$ cat src/rtl/gpio_out_if.sv
// gpio_out_if: registered GPIO pad driver with aux output mux and dead time on newly enabled pads.
module gpio_out_if #(
  parameter int GW       = 32,
  parameter int DEAD_CYC = 4,
  parameter int CW       = 8
) (
  input  logic          sys_clk,
  input  logic          sys_rst,
  input  logic          out_load,
  input  logic [GW-1:0] out_data,
  input  logic [GW-1:0] oe_data,
  input  logic [GW-1:0] aux_sel,
  input  logic [GW-1:0] aux_o,
  output logic [GW-1:0] gpio_o,
  output logic [GW-1:0] gpio_oen,
  output logic          busy
);
  localparam logic [0:0] IDLE = 1'b0;
  localparam logic [0:0] DEAD = 1'b1;
  localparam logic [CW-1:0] DEAD_LD = CW'(DEAD_CYC);
  logic [0:0] state_q, state_d;
  logic [GW-1:0] out_q, out_d, oe_q, oe_d, pend_q, pend_d, newen;
  logic [CW-1:0] cnt_q, cnt_d;
  logic acc, start, done;
  // Loads are only accepted outside a dead window; newly enabled bits stay tristated until it ends.
  always_comb begin
    acc     = out_load & (state_q == IDLE);
    newen   = oe_data & ~oe_q;
    start   = acc & (|newen) & (DEAD_CYC != 0);
    done    = (state_q == DEAD) & (cnt_q == CW'(1));
    out_d   = acc ? out_data : out_q;
    oe_d    = acc ? oe_data : oe_q;
    pend_d  = start ? newen : done ? '0 : pend_q;
    cnt_d   = start ? DEAD_LD : (state_q == DEAD) ? cnt_q - CW'(1) : cnt_q;
    state_d = start ? DEAD : done ? IDLE : state_q;
  end
  always_ff @(posedge sys_clk or posedge sys_rst) begin
    if (sys_rst) begin
      state_q  <= IDLE;
      out_q    <= '0;
      oe_q     <= '0;
      pend_q   <= '0;
      cnt_q    <= '0;
      gpio_o   <= '0;
      gpio_oen <= '1;
    end else begin
      state_q  <= state_d;
      out_q    <= out_d;
      oe_q     <= oe_d;
      pend_q   <= pend_d;
      cnt_q    <= cnt_d;
      gpio_o   <= (aux_sel & aux_o) | (~aux_sel & out_d);
      gpio_oen <= ~(oe_d & ~pend_d);
    end
  end
  assign busy = (state_q == DEAD);
endmodule

$ cat config.mk
export PLATFORM = sky130hd
export DESIGN_NAME = gpio_out_if
export DESIGN_NICKNAME = d
export VERILOG_FILES = /design/src/rtl/gpio_out_if.sv
export SDC_FILE = /design/constraint.sdc
export NUM_CORES = 1
export LEC_CHECK = 0
export CORE_MARGIN = 2
export CORE_UTILIZATION = 30
export CTS_BUF_LIST = sky130_fd_sc_hd__clkbuf_4 sky130_fd_sc_hd__clkbuf_8
export DETAILED_ROUTE_END_ITERATION = 8
export HOLD_SLACK_MARGIN = 0.12
export PLACE_DENSITY = 0.56
export SLEW_MARGIN = 20
export SYNTH_ARGS = -nofsm -noshare
export SYNTH_HDL_FRONTEND = slang
export SYNTH_SLANG_ARGS = --single-unit
$ cat constraint.sdc
create_clock -name sys_clk -period 10.6 [get_ports sys_clk]
set_input_delay 2.12 -clock sys_clk [delete_from_list [all_inputs] [get_ports sys_clk]]
set_output_delay 2.12 -clock sys_clk [all_outputs]
set_load 0.005 [all_outputs]
**After elaboration in Yosys (flattened, before gate mapping)**

Cells that the tools add are included.

- Bits in latches: 0
- Memory bits (read-only): 0
- Register bits after elaboration: 169
- RAM bits: 0
- Input port bits: 131
- Memories: 0
- Output and inout port bits: 65

- Reductions and logical operators: 3
- Multiply operators: 0
- Shift operators: 0
- Eq/ne operators: 1
- Divide/modulo/power cells: 0
- Magnitude comparators: 0
- Bitwise gates (word level): 13
- Add/sub/neg operators: 1
- Mux-type cells: 8

Operator list:

| kind | number |
|---|---|
| $and A32 B32 Y32 | 4 |
| $mux W32 | 4 |
| $not A32 Y32 | 4 |
| $or A32 B32 Y32 | 1 |
| $reduce_or A32 Y1 | 1 |
| $mux W8 | 2 |
| $eq A8 B1 Y1 const B | 1 |
| $sub A8 B1 Y8 const B | 1 |
| $reduce_bool A2 Y1 | 2 |
| $and A1 B1 Y1 | 3 |
| $mux W1 | 2 |
| $not A1 Y1 | 1 |

**Logic depth before layout (Yosys ltp)**

Gate-level depths: netlist of run 1.

- Depth after elaboration: 8
- Mapped depth: 7
- Mapped depth without buffers: 6

**Least setup slack after synthesis of run 1**

Ideal clock, no wire load.

- Path type: in2reg
- Start: input port oe_data[13]
- End: register gpio_oen[10]
- Stages: 6
- Slack: 7,267 ps
- Setup time: 85 ps
- Buffers on the path: 1
- Arrival: 3,248 ps
- Data required time: 10,515 ps
- Cells stage by stage: nor2b_1 -> nor4_1 -> and4_1 -> a31oi_4 -> buf_6 -> o221ai_1

- Word-level cells in the longest chain between the ends: 7

Ends and longest elaborated chain:

| element | RTL line | source |
|---|---|---|
| start, declared | 11 | `input logic [GW-1:0] oe_data,` |
| $and A32 B32 Y32 | 28 | `newen = oe_data & ~oe_q;` |
| $reduce_or A32 Y1 | 29 | `start = acc & (\|newen) & (DEAD_CYC != 0);` |
| $and A1 B1 Y1 | 29 |  |
| $mux W32 | 33 | `pend_d = start ? newen : done ? '0 : pend_q;` |
| $not A32 Y32 | 53 | `gpio_oen <= ~(oe_d & ~pend_d);` |
| $and A32 B32 Y32 | 53 |  |
| $not A32 Y32 | 53 |  |
| end signal, assigned | 53 |  |
| end, declared | 15 | `output logic [GW-1:0] gpio_oen,` |

No other way between the ends.
A chain may end at the register's enable or synchronous reset.

**Worst setup path in the final report of run 1**

- Start: input port oe_data[6]
- End: register gpio_oen[11]

Same word-level chain as after synthesis.

==> impl_metrics.csv, run 1 <==
group,metric,value,unit
logic_synthesis,yosys_register_bits,169,
detailed_routing,wl_met2,8.54,mm
power_and_ir_drop,clkPwrFrac,0.225,
detailed_routing,highest_layer,"met4",
sta,maxSlewHeadroom,0.372,
detailed_routing,drt_wl_total,17.4,mm
power_and_ir_drop,peakVddDrop,0.0947,mV
sta,period_minus_slack,4.29,ns
global_routing,grt_max_degree,92,
floorplanning,start_util,0.307,
clock_tree,clkLatencyLatePin,0.46,ns
critical_path,worstPathRequired,10.95,ns
detailed_routing,post_drt_wl_per_cell,15.6,um
floorplanning,fp.coreArea,22000,um^2
sta,post-route-period-util,0.405,
clock_tree,cts_resized,0,
logic_synthesis,syn_area,6740,um^2
detailed_routing,drc,0,
power_and_ir_drop,p_leak,4.12,nW
global_routing,first_global_vias,5129,
layout,register_area,4270,um^2
clock_tree,cts-buffers-inserted,17,
power_and_ir_drop,power,2.20,mW
critical_path,path_cells,"clkdlybuf4s50_1 > nor2b_1 > nor4_1 > and4_1 > a31oi_4 > buf_4 > o221ai_1",
critical_path,crit_fanout,36,
critical_path,crit_buf_inv,2,
layout,fillers,2133,
global_routing,grt_pass1_wl,28.0,mm
logic_synthesis,yosys_warnings,0,
layout,layout-drive-gt1-share,0.128,
layout,postLayoutCellArea,9370,um^2
hold_path,hold_path_class,"flip-flop to flip-flop",
power_and_ir_drop,seqPwrFrac,0.476,
sta,fmax,233,MHz
layout,layout.nets,954,
placed_design,gp_congestion,0.766,
critical_path,critPathCaptureType,"flip-flop",
detailed_routing,viasPerCell,4.50,
placed_design,hpwl,11.9,mm
critical_path,regToRegSetupSlack,8.02,ns
clock_tree,root_buffer,"clkbuf_8",
sta,whs,0.478,ns
critical_path,cp_slowest_cell,"a31oi_4",
global_routing,antenna_found_initial,0,
critical_path,critical_path.top_delay_family,"buffers and inverters",
logic_synthesis,synth_top_area_cell,"dfrtp_1",
detailed_routing,met1Wirelength,7.61,mm
floorplanning,rows,54,
outcome,status,"finished, final reports clean",
power_and_ir_drop,comb_power_share,0.299,
layout,n_antenna_cell,0,
run,cap_violations,0,
power_and_ir_drop,switchingPower,0.671,mW
floorplanning,die_height,154,um
clock_tree,cts_setup_buffers,0,
clock_tree,cts_buffer_depth,2,
power_and_ir_drop,p_sw_frac,0.305,
placed_design,port_buffers,195,
detailed_routing,ant_nets,0,
clock_tree,ctsHoldBuffers,0,
clock_tree,cts_tree,"built",
sta,slew_violations,0,
power_and_ir_drop,p_per_area,235,nW/um^2
sta,rsz0062_at_grt,"false",
critical_path,critPathMaxStageDelay,0.64,ns
detailed_routing,wl_met3,887,um
sta,fin_setup_tns,0,ns
logic_synthesis,synth.net_count,765,
clock_tree,htreeDepth,4,
critical_path,startpoint_type,"primary input",
layout,multi_input_area,2200,um^2
sta,tightest_slew,0.941,ns
clock_tree,clkTransAtPathRegs,0.09,ns
sta,setup_violations,0,
logic_synthesis,netlist_instances,632,
detailed_routing,dr.pass1.iters,5,
sta,finClkSkew,0.0152,ns
detailed_routing,vias,5018,
logic_synthesis,yosysSeqAreaShare,0.633,
critical_path,crit_type,"primary input to flip-flop",
global_routing,overflow,0,
placed_design,placement.cell_area,8940,um^2
floorplanning,die_area,23700,um^2
layout,final_common_cell,"nand2_1",
global_routing,track_usage,0.151,
floorplanning,dieWidth,154,um
critical_path,critPathArrivalTime,4.64,ns
power_and_ir_drop,internal_power,1.53,mW
sta,hold_viol_final,0,
detailed_routing,drt-initial-drc-count,320,
floorplanning,ioPinCount,196,
logic_synthesis,synth_cell_types,31,
layout,area_growth,39.0,%
logic_synthesis,avgSynthCellArea,10.7,um^2
logic_synthesis,yosysTopAreaCellShare,0.509,
clock_tree,cts_sinks,169,
layout,layout_common_cells,"nand2_1 (230), clkdlybuf4s50_1 (195), dfrtp_1 (137)",
logic_synthesis,ys_top_cells_by_area,"dfrtp_1 (51%), nand2_1 (13%), dfstp_2 (12%)",
-- stage by stage --
step	std cells	util	setup WS, ns
final	1114	0.427	6.31
after global placement	1082	0.407	5.89
after CTS	1114	0.426	6.37
after global routing	1114	0.427	6.19
after detailed placement	1082	0.407	5.89
after floorplan	632	-	3.96
-- synth_stat cells --
cell,count
nand2_1,230
dfrtp_1,137
inv_1,35
nor2b_1,33
dfstp_2,32
mux2_2,32
o221ai_1,32
o21ai_0,29
clkbuf_1,17
nor4_1,9
nor2_1,8
buf_6,6
buf_1,5
o21ai_1,4
xnor2_1,3
and4_1,2
ha_1,2
nand2b_1,2
xor2_1,2
a211oi_1,1
a21boi_0,1
a21oi_1,1
a31oi_4,1
and2_4,1
and2b_1,1
and3_1,1
buf_2,1
nand3b_1,1
nand4b_4,1
nor4_4,1
o21a_1,1
-- cell type report --
class | instances | area share
repair buffers | 199 | 0.212
multi-input cells | 399 | 0.235
clock inverters | 15 | 0.0204
inverters | 35 | 0.0146
well taps | 280 | 0.0374
clock buffers | 17 | 0.0250
flip-flops and latches | 169 | 0.456
-- worst min-delay path: stages, from the launching register on --
cell	delay, ns
dfrtp_1	0.33
nand2_1	0.05
nand2_1	0.07
-- sequential cells by signal (all words and copies together) (netlist names) --
signal,flops
out_q,32
gpio_o,32
cnt_q,8
gpio_oen,32
pend_q,32
busy,1
oe_q,32
-- kinds of logic (layout without fill, tap and decap cells) --
family | count (synthesis) | in the layout | share of synthesized area
and+or+nand+nor | 290 | 290 | 0.187
muxes | 32 | 32 | 0.0535
DFF | 169 | 169 | 0.633
adders and majority gates | 2 | 2 | 0.00371
buffers and inverters | 64 | 266 | 0.0425
AOI/OAI and AO/OA | 70 | 70 | 0.0733
xor gates and xnor gates | 5 | 5 | 0.00650
-- worst paths after layout --
kind	from	to	cells after the start
worst min-delay path	out_q[20]	out_q[20]	2
worst max register to register	cnt_q[6]	gpio_oen[11]	6
min in group asynchronous	sys_rst	gpio_o[6]	2
worst max-delay path	oe_data[6]	gpio_oen[11]	7
worst min register to register	out_q[20]	out_q[20]	2
max in group asynchronous	sys_rst	pend_q[23]	3
-- metal layers --
metal  global-route usage  vias up
met5                    0        -
met3               0.0462       25
li1                     -     2432
met2                0.239      122
met4               0.0579        0
met1                0.195     2439
-- power by group through the flow --
stage / clock network, mW / registers (mW) / logic [mW]
CTS: 0.515 / 1.05 / 0.669
global placement: 0 / 1.06 / 0.659
floorplan: 0 / 1.05 / 0.333
detailed placement: 0 / 1.06 / 0.666
global route: 0.541 / 1.08 / 0.738
finish: 0.495 / 1.05 / 0.657
Power figures use the tool's default switching activity.
==> inputs of run 2 (changes only) <==
- clock period: 10.6 -> 4 ns (I/O delays scaled with it)
==> run 2 against run 1 <==
Clock skew is 0.0039 ns lower. Sequential power grew to 2.6 times the previous value. Global-route usage is 0.11 points lower. Largest power group unchanged. Design area is 0.60% higher. Sequential share of layout area is 0.27 points lower. Register-to-register slack worse by 6.4 ns. Routed wire length is 0.74% lower. Power grew to 2.6 times the previous value. Setup slack worse by 5.3 ns. Final cell count is 0.27% higher. Die area stayed put.
==> impl_metrics.csv, run 2 (same netlist as run 1, synthesis figures left out) <==
group,metric,value,unit
outcome,status,"finished, final reports clean",
power_and_ir_drop,comb_power_share,0.303,
floorplanning,dieWidth,154,um
clock_tree,htreeDepth,4,
floorplanning,ioPinCount,196,
floorplanning,fp.coreArea,22000,um^2
clock_tree,cts_tree,"built",
placed_design,port_buffers,195,
critical_path,critPathCaptureType,"flip-flop",
sta,fin_setup_tns,0,ns
sta,maxSlewHeadroom,0.431,
global_routing,grt_pass1_wl,27.7,mm
clock_tree,cts_resized,0,
placed_design,hpwl,11.6,mm
critical_path,regToRegSetupSlack,1.58,ns
layout,layout.nets,957,
floorplanning,rows,54,
global_routing,antenna_found_initial,0,
sta,rsz0062_at_grt,"false",
run,cap_violations,0,
global_routing,track_usage,0.150,
clock_tree,cts_buffer_depth,2,
floorplanning,die_height,154,um
detailed_routing,drc,0,
hold_path,hold_path_class,"flip-flop to flip-flop",
critical_path,worstPathRequired,4.37,ns
detailed_routing,vias,4974,
detailed_routing,drt-initial-drc-count,294,
layout,area_growth,39.8,%
detailed_routing,drt_wl_total,17.3,mm
sta,period_minus_slack,2.96,ns
sta,slew_violations,0,
critical_path,crit_fanout,36,
power_and_ir_drop,p_sw_frac,0.299,
critical_path,startpoint_type,"primary input",
floorplanning,start_util,0.307,
sta,finClkSkew,0.0113,ns
floorplanning,die_area,23700,um^2
clock_tree,clkTransAtPathRegs,0.08,ns
hold_path,worstHoldEndpoint,"out_q[9]",
sta,fmax,337,MHz
layout,n_antenna_cell,0,
global_routing,overflow,0,
detailed_routing,viasPerCell,4.45,
clock_tree,cts_sinks,169,
sta,tightest_slew,0.854,ns
power_and_ir_drop,internal_power,4.06,mW
clock_tree,root_buffer,"clkbuf_8",
layout,final_common_cell,"nand2_1",
sta,post-route-period-util,0.741,
power_and_ir_drop,peakVddDrop,0.228,mV
critical_path,crit_type,"primary input to flip-flop",
global_routing,grt_max_degree,98,
critical_path,critPathArrivalTime,3.33,ns
clock_tree,clkLatencyLatePin,0.46,ns
critical_path,r2r-start,"oe_q[13]",
critical_path,r2r_cells,6,
detailed_routing,post_drt_wl_per_cell,15.5,um
sta,setup_violations,0,
clock_tree,cts_setup_buffers,0,
power_and_ir_drop,p_per_area,614,nW/um^2
hold_path,hold_depth,2,
global_routing,first_global_vias,4973,
power_and_ir_drop,switchingPower,1.73,mW
power_and_ir_drop,seqPwrFrac,0.478,
clock_tree,cts-buffers-inserted,17,
detailed_routing,ant_nets,0,
placed_design,gp_congestion,0.720,
layout,layout_common_cells,"nand2_1 (230), clkdlybuf4s50_1 (195), dfrtp_1 (137)",
power_and_ir_drop,clkPwrFrac,0.219,
clock_tree,ctsHoldBuffers,0,
critical_path,r2r_end,"gpio_oen[9]",
sta,whs,0.475,ns
power_and_ir_drop,p_leak,4.13,nW
hold_path,min-delay-start,"out_q[9]",
sta,hold_viol_final,0,
detailed_routing,dr.pass1.iters,4,
layout,layout-drive-gt1-share,0.131,
[run 2: stage by stage]
stage	cell area, um^2	util	total power [mW]	cells	worst slack [ns]
2_1_floorplan	6740	-	3.66	632	1.07
3_3_place_gp	8990	0.409	4.54	1084	0.579
3_5_place_dp	8990	0.409	4.58	1084	0.631
4_1_cts	9400	0.428	5.86	1116	1.10
5_1_grt	9420	0.429	6.20	1117	1.02
6_report	9420	0.429	5.78	1117	1.04
[run 2: layer usage]
layer | vias up | routed length (um) | global-route usage
met5 | - | 0 | 0
met1 | 2418 | 7740 | 0.200
met2 | 106 | 8530 | 0.240
met3 | 15 | 817 | 0.0400
li1 | 2435 | - | -
met4 | 0 | 192 | 0.0436
[run 2: final cells by class]
| class | instances | area, um^2 |
|---|---|---|
| Fill cell | 2094 | 12500 |
| Sequential cell | 169 | 4270 |
| Multi-Input combinational cell | 399 | 2200 |
| Timing Repair Buffer | 202 | 2060 |
| Tap cell | 280 | 350 |
| Clock buffer | 23 | 292 |
| Inverter | 35 | 135 |
| Clock inverter | 9 | 115 |
[run 2: critical path: stages]
cell	delay (ns)
clkdlybuf4s50_1	0.46
nor2b_1	0.18
nor4_1	0.64
and4_1	0.38
a31oi_4	0.35
buf_12	0.31
o221ai_1	0.19
[run 2: how the worst max path moves through the flow]
| stage | startpoint | endpoint | slack [ns] | cells after the start |
|---|---|---|---|---|
| floorplan | sys_rst | busy | 1.07 | 1 |
| global placement | oe_data[13] | gpio_oen[1] | 0.58 | 7 |
| detailed placement | oe_data[13] | gpio_oen[1] | 0.63 | 7 |
| CTS | oe_data[13] | gpio_oen[1] | 1.10 | 7 |
| global route | oe_data[13] | gpio_oen[1] | 1.02 | 7 |
| finish | oe_data[13] | gpio_oen[9] | 1.04 | 7 |
[run 2: power by group through the flow]
| stage | clock network, mW | registers [mW] | logic, mW |
|---|---|---|---|
| finish | 1.27 | 2.77 | 1.75 |
| detailed placement | 0 | 2.81 | 1.77 |
| global route | 1.38 | 2.86 | 1.96 |
| floorplan | 0 | 2.78 | 0.882 |
| global placement | 0 | 2.80 | 1.74 |
| CTS | 1.31 | 2.78 | 1.78 |
